==> src/rtl/data_mem_initiator.sv <==
// Data-memory bus initiator: turns load/store/stack/IO requests into timed memory_map
// accesses, forms effective addresses, updates pointers and captures read data.
module data_mem_initiator #(
    parameter int unsigned RD_LAT_REGIO = 2,
    parameter int unsigned RD_LAT_SRAM  = 4,
    parameter int unsigned WR_HOLD      = 3,
    parameter logic [15:0] SRAM_TOP     = 16'h085F
) (
    input  logic        clk_i,
    input  logic        reset_i,
    input  logic        req_i,
    output logic        ready_o,
    input  logic        is_write_i,
    input  logic [2:0]  mode_i,
    input  logic [15:0] ptr_in_i,
    input  logic [5:0]  disp_i,
    input  logic [5:0]  io_addr_i,
    input  logic [7:0]  wdata_i,
    output logic [15:0] mm_addr_o,
    output logic        mm_we_o,
    output logic [7:0]  mm_data_o,
    output logic        mm_io_only_o,
    input  logic [7:0]  mm_q_i,
    output logic [7:0]  rdata_o,
    output logic [15:0] ptr_out_o,
    output logic        done_o,
    output logic        err_o
);

    localparam logic [3:0] LAT_REGIO = 4'(RD_LAT_REGIO);
    localparam logic [3:0] LAT_SRAM  = 4'(RD_LAT_SRAM);
    localparam logic [3:0] LAT_WR    = 4'(WR_HOLD);

    typedef enum logic [1:0] {IDLE, ACCESS, DONE} state_t;

    state_t      state_q, state_d;
    logic [3:0]  cnt_q, cnt_d, lat_q, lat_d;
    logic        wr_q, wr_d, we_q, we_d, io_q, io_d, err_q, err_d;
    logic [15:0] addr_q, addr_d, ptr_q, ptr_d;
    logic [7:0]  data_q, data_d, rdata_q, rdata_d;

    logic [15:0] ea, ptr_nx;
    logic        wr_eff, io_m, rsv, ea_err;
    logic [3:0]  lat_sel;

    // Address/pointer decode of the request as presented; only used at accept.
    always_comb begin
        ea     = ptr_in_i;
        ptr_nx = ptr_in_i;
        wr_eff = is_write_i;
        io_m   = 1'b0;
        rsv    = 1'b0;
        case (mode_i)
            3'd0: ea = ptr_in_i;
            3'd1: ptr_nx = ptr_in_i + 16'd1;
            3'd2: begin
                ea     = ptr_in_i - 16'd1;
                ptr_nx = ptr_in_i - 16'd1;
            end
            3'd3: ea = ptr_in_i + {10'b0, disp_i};
            3'd4: begin
                ea   = {10'b0, io_addr_i};
                io_m = 1'b1;
            end
            3'd5: begin
                wr_eff = 1'b1;
                ptr_nx = ptr_in_i - 16'd1;
            end
            3'd6: begin
                wr_eff = 1'b0;
                ea     = ptr_in_i + 16'd1;
                ptr_nx = ptr_in_i + 16'd1;
            end
            default: rsv = 1'b1;
        endcase
        if (wr_eff)
            lat_sel = LAT_WR;
        else if (io_m || ea <= 16'h005F)
            lat_sel = LAT_REGIO;
        else
            lat_sel = LAT_SRAM;
        ea_err = !io_m && (ea > SRAM_TOP);
    end

    always_comb begin
        state_d = state_q;
        cnt_d   = cnt_q;
        lat_d   = lat_q;
        wr_d    = wr_q;
        we_d    = 1'b0;
        io_d    = io_q;
        err_d   = err_q;
        addr_d  = addr_q;
        data_d  = data_q;
        ptr_d   = ptr_q;
        rdata_d = rdata_q;
        case (state_q)
            IDLE: if (req_i) begin
                ptr_d = ptr_nx;
                if (rsv) begin
                    state_d = DONE;
                    err_d   = 1'b1;
                end else begin
                    state_d = ACCESS;
                    cnt_d   = 4'd0;
                    lat_d   = lat_sel;
                    wr_d    = wr_eff;
                    we_d    = wr_eff;
                    io_d    = io_m;
                    err_d   = ea_err;
                    addr_d  = ea;
                    data_d  = wr_eff ? wdata_i : 8'h00;
                end
            end
            ACCESS: begin
                if (cnt_q == lat_q - 4'd1) begin
                    state_d = DONE;
                    if (!wr_q)
                        rdata_d = mm_q_i;
                end else begin
                    cnt_d = cnt_q + 4'd1;
                end
            end
            DONE: begin
                state_d = IDLE;
                addr_d  = 16'h0000;
                data_d  = 8'h00;
                io_d    = 1'b0;
                err_d   = 1'b0;
                ptr_d   = 16'h0000;
            end
            default: state_d = IDLE;
        endcase
    end

    always_ff @(posedge clk_i) begin
        if (reset_i) begin
            state_q <= IDLE;
            cnt_q   <= 4'd0;
            lat_q   <= 4'd0;
            wr_q    <= 1'b0;
            we_q    <= 1'b0;
            io_q    <= 1'b0;
            err_q   <= 1'b0;
            addr_q  <= 16'h0000;
            data_q  <= 8'h00;
            ptr_q   <= 16'h0000;
            rdata_q <= 8'h00;
        end else begin
            state_q <= state_d;
            cnt_q   <= cnt_d;
            lat_q   <= lat_d;
            wr_q    <= wr_d;
            we_q    <= we_d;
            io_q    <= io_d;
            err_q   <= err_d;
            addr_q  <= addr_d;
            data_q  <= data_d;
            ptr_q   <= ptr_d;
            rdata_q <= rdata_d;
        end
    end

    assign ready_o      = (state_q == IDLE);
    assign done_o       = (state_q == DONE);
    assign err_o        = done_o & err_q;
    assign mm_addr_o    = addr_q;
    assign mm_we_o      = we_q;
    assign mm_data_o    = data_q;
    assign mm_io_only_o = io_q;
    assign rdata_o      = rdata_q;
    assign ptr_out_o    = ptr_q;

endmodule
==> config.mk <==
export PLATFORM = sky130hd
export DESIGN_NAME = data_mem_initiator
export DESIGN_NICKNAME = d
export VERILOG_FILES = /design/src/rtl/data_mem_initiator.sv
export SDC_FILE = /design/constraint.sdc
export NUM_CORES = 1
export LEC_CHECK = 0
export BUFFER_PORTS_ARGS = -buffer_cell sky130_fd_sc_hd__buf_2
export CAP_MARGIN = 15
export CORE_MARGIN = 2
export CORE_UTILIZATION = 61
export CTS_BUF_LIST = sky130_fd_sc_hd__clkbuf_4 sky130_fd_sc_hd__clkbuf_8
export CTS_CLUSTER_DIAMETER = 30
export DETAILED_ROUTE_END_ITERATION = 6
export PLACE_DENSITY = 0.95
export SLEW_MARGIN = 10
export SYNTH_ARGS = -nofsm -noshare
export SYNTH_HDL_FRONTEND = slang
export SYNTH_SLANG_ARGS = --single-unit
==> constraint.sdc <==
create_clock -name clk_i -period 4.1 [get_ports clk_i]
set_clock_uncertainty 0.1 [all_clocks]
set_input_delay 0 -clock clk_i [delete_from_list [all_inputs] [get_ports clk_i]]
set_output_delay 0 -clock clk_i [all_outputs]
set_load 0.005 [all_outputs]
==> results.yml <==
outcome:
  status: "completed"
drt:
  drtIter0Drc: 639
  dr_total_vias: 5501
  drt-total-wl_mm: 17.0
  wl_per_cell_um: 20.8
  ant_nets: 0
  drcViolationCount: 0
  routed_via_density: 6.74
  dr.pass1.iters: 5
placement:
  dp_hpwl_mm: 11.4
  dp.cells: 780
  port_buffers: 103
  routabilityCongestion: 0.980
critical_path:
  worstSetupEndpoint: "lat_q[2]"
  critPathMaxFanout: 11
  crit_cells: 12
  crit_start: "ptr_in_i[0]"
  crit_type: "in2reg"
  worst_path_max_delay_cell: "a211oi_1"
  critPathTopFamily: "compound AO/OA/AOI/OAI gates"
  crit_arrival_ns: 2.97
  r2r-start: "lat_q[0]"
  timing.rr.end: "cnt_q[3]"
  crit_chain: "buf_2 -> ha_1 -> inv_1 -> fa_1 -> nor2b_1 -> o21a_1 -> o31ai_1 -> o311a_1 -> a211oi_1 -> nand2_1 -> nor4b_2 -> a21oi_1"
  start_kind: "input pin"
  r2r_cells: 10
  max_stage_delay_ns: 0.43
  reg2reg_slack_ns: 1.59
  worst_ep_required_time_ns: 4.22
  worst-path-buf-inv: 2
  end_kind: "flip-flop"
floorplanning:
  ioPinCount: 104
  die_x_um: 90.5
  die_height_um: 90.5
  coreArea_um2: 7250
  design.die.area_um2: 8190
  initial_core_util_pct: 62.9
  rows: 31
global_route:
  grt_antenna_before_repair: 0
  gr-usage-all-layers_pct: 41.5
  grt_max_degree: 44
  grt_pass1_wl_mm: 27.3
  grt_pass1_vias: 5217
  grt_overflow: 0
cts:
  cts.htree.levels: 3
  clk_latency_ns: 0.35
  clkSinkCount: 60
  cts_root_buf: "clkbuf_8"
  cts_tree: "done"
  clock_path_buffers: 2
  path_clk_slew_ns: 0.07
  cts_setup_buffers: 0
  cts-buffers-inserted: 9
sta:
  period_share_pct: 69.6
  hold_viol_final: 0
  worst_pin_slew_ns: 1.17
  tns_ns: 0
  fmax_mhz: 351
  report.final.slew_viol_count: 0
  maxSlewHeadroom_pct: 21.6
  finalSetupViolCount: 0
  layout_min_cycle_time_ns: 2.85
  rsz0062_at_grt: "no"
power:
  p_int_mw: 1.07
  leakage_nw: 2.31
  pwr-share-comb_pct: 27.2
  clkPwrFrac_pct: 33.5
  ir_drop_mv: 0.147
  switching_power_mw: 0.564
  power_density_nw_per_um2: 299
  pwr-share-seq_pct: 39.3
  netSwitchingFraction_pct: 34.5
finish:
  final_cell_count_no_fill: 816
  final_nets: 774
  fillers: 571
  area_growth_pct: 19.6
  drive_gt1_share_pct: 20.1
  diodes: 0
yosys:
  synth_top_family_by_area: "compound AO/OA/AOI/OAI gates"
  ys_seq_elements: 60
  yosysWarningCount: 0
  syn_avg_cell_area_um2: 7.38
  synth_fp_nets: 680
  synthXorXnorAreaFrac_pct: 5.76
  synth.distinct_cells: 75
  synth-simple-area-share_pct: 26.0
  synth_edf_count: 0
  synthesis.area_um2: 4560
  synth_ff_type: "dfxtp_1"
  synth_cells: 618
  seq_area_frac_synth_pct: 26.3
  synth_compound_area_share_pct: 28.4
  synth_mux_area_share_pct: 5.07
  synthArstFlopShare_pct: 0
  synth_fa_ha_area_share_pct: 3.18
job:
  maxCapViolCount: 0
min_path:
  hold_class: "in2reg"
==> layout by cell type, fill, tap and decap left out, types with 14 or more instances in the layout <==
cell	n
buf_2	103
nor3_1	22
nand3_1	18
o21ai_0	47
a21oi_1	37
nor2_1	72
dfxtp_1	60
a22oi_1	23
nand2_1	59
dlygate4sd3_1	20
inv_1	14
xnor2_1	17
mux2i_1	22
==> tightest hold or removal path: stages <==
cell,delay (ns)
buf_2,0.18
o21ai_0,0.18
o21ai_0,0.07
==> flip-flops by register name, summed over array words and instances, names as in the netlist <==
register,count
lat_q,3
err_q,1
mm_io_only_o,1
mm_data_o,8
ptr_out_o,16
mm_we_o,1
rdata_o,8
cnt_q,4
state_q,2
mm_addr_o,16
==> power groups by stage <==
stage | logic (mW) | clock network [mW] | registers (mW)
6_report | 0.445 | 0.547 | 0.642
3_5_place_dp | 0.408 | 0 | 0.653
3_3_place_gp | 0.400 | 0 | 0.651
2_1_floorplan | 0.267 | 0 | 0.653
5_1_grt | 0.479 | 0.575 | 0.646
4_1_cts | 0.426 | 0.546 | 0.640
==> repair_timing <==
item / in CTS / in global routing
endpoints found under the hold margin: 21 / 0
hold buffers: 20 / 0
gates resized for setup: 0 / 0
==> per-layer routing <==
layer	GRT usage, %	vias up	routed length, um
met4	23.5	0	885
met1	49.5	2538	6210
met2	69.0	397	8110
li1	-	2486	-
met5	0	-	0
met3	8.93	80	1750
==> synthesized netlist by cell type (all sizes together), types with 3 or more instances <==
master | n | share of area (%)
dfxtp | 60 | 26
nor2b | 8 | 1.1
a221oi | 3 | 0.58
xor2 | 13 | 2.5
nand4 | 8 | 1.1
a21oi | 37 | 4.1
nand2b | 6 | 0.82
a21o | 5 | 0.82
xnor2 | 17 | 3.3
buf | 11 | 1.2
mux2i | 22 | 4.8
nor4 | 12 | 1.9
o21ai | 48 | 5.3
or3 | 5 | 0.69
inv | 15 | 1.2
clkbuf | 34 | 2.8
nor2 | 73 | 6.2
ha | 10 | 2.7
nand3 | 18 | 2.0
or2 | 5 | 0.69
a211oi | 5 | 0.82
o211ai | 8 | 1.5
o21a | 3 | 0.49
a31oi | 12 | 1.6
o311ai | 4 | 0.77
nand2 | 59 | 4.9
a32oi | 3 | 0.58
and3 | 4 | 0.55
or4 | 5 | 0.99
o21bai | 3 | 0.74
a22oi | 23 | 3.8
nand3b | 3 | 0.58
a22o | 6 | 1.2
o22ai | 11 | 1.5
nor3 | 23 | 2.6
==> logic make-up after synthesis <==
logic type / Yosys count
and+or+nand+nor: 239
adders and majority gates: 11
buffers and inverters: 61
DFF: 60
muxes: 23
xor gates and xnor gates: 30
AOI/OAI and AO/OA: 194
==> cell type report <==
cell class              count  area [um^2]  share of cell area [%]
multi-input cells         497         3120                    57.2
flip-flops and latches     60         1200                    22.0
repair buffers            128          753                    13.8
clock buffers               9          124                    2.27
well taps                  99          124                    2.27
clock inverters             7         75.1                    1.38
inverters                  16         60.1                    1.10
==> metrics by stage <==
stage	power (mW)	hold WS (ns)	instance area (um^2)	util [%]	worst slack [ns]
after floorplan	0.920	0.0257	4560	-	1.71
after global placement	1.05	0.117	5060	69.7	1.09
after detailed placement	1.06	0.115	5060	69.7	1.03
after CTS	1.61	0.0148	5460	75.2	1.35
after global routing	1.70	0.0598	5460	75.2	1.14
final	1.63	0.0283	5460	75.2	1.25
==> worst min path at each step <==
stage / from / to / slack, ns / depth (start not counted)
6_report: ptr_in_i[0] / mm_addr_o[0] / 0.03 / 3
4_1_cts: ptr_in_i[11] / ptr_out_o[11] / 0.01 / 4
2_1_floorplan: wdata_i[7] / mm_data_o[7] / 0.03 / 1
5_1_grt: ptr_in_i[11] / ptr_out_o[11] / 0.06 / 4
3_3_place_gp: wdata_i[7] / mm_data_o[7] / 0.12 / 2
3_5_place_dp: wdata_i[7] / mm_data_o[7] / 0.12 / 2
Power figures use the tool's default switching activity.
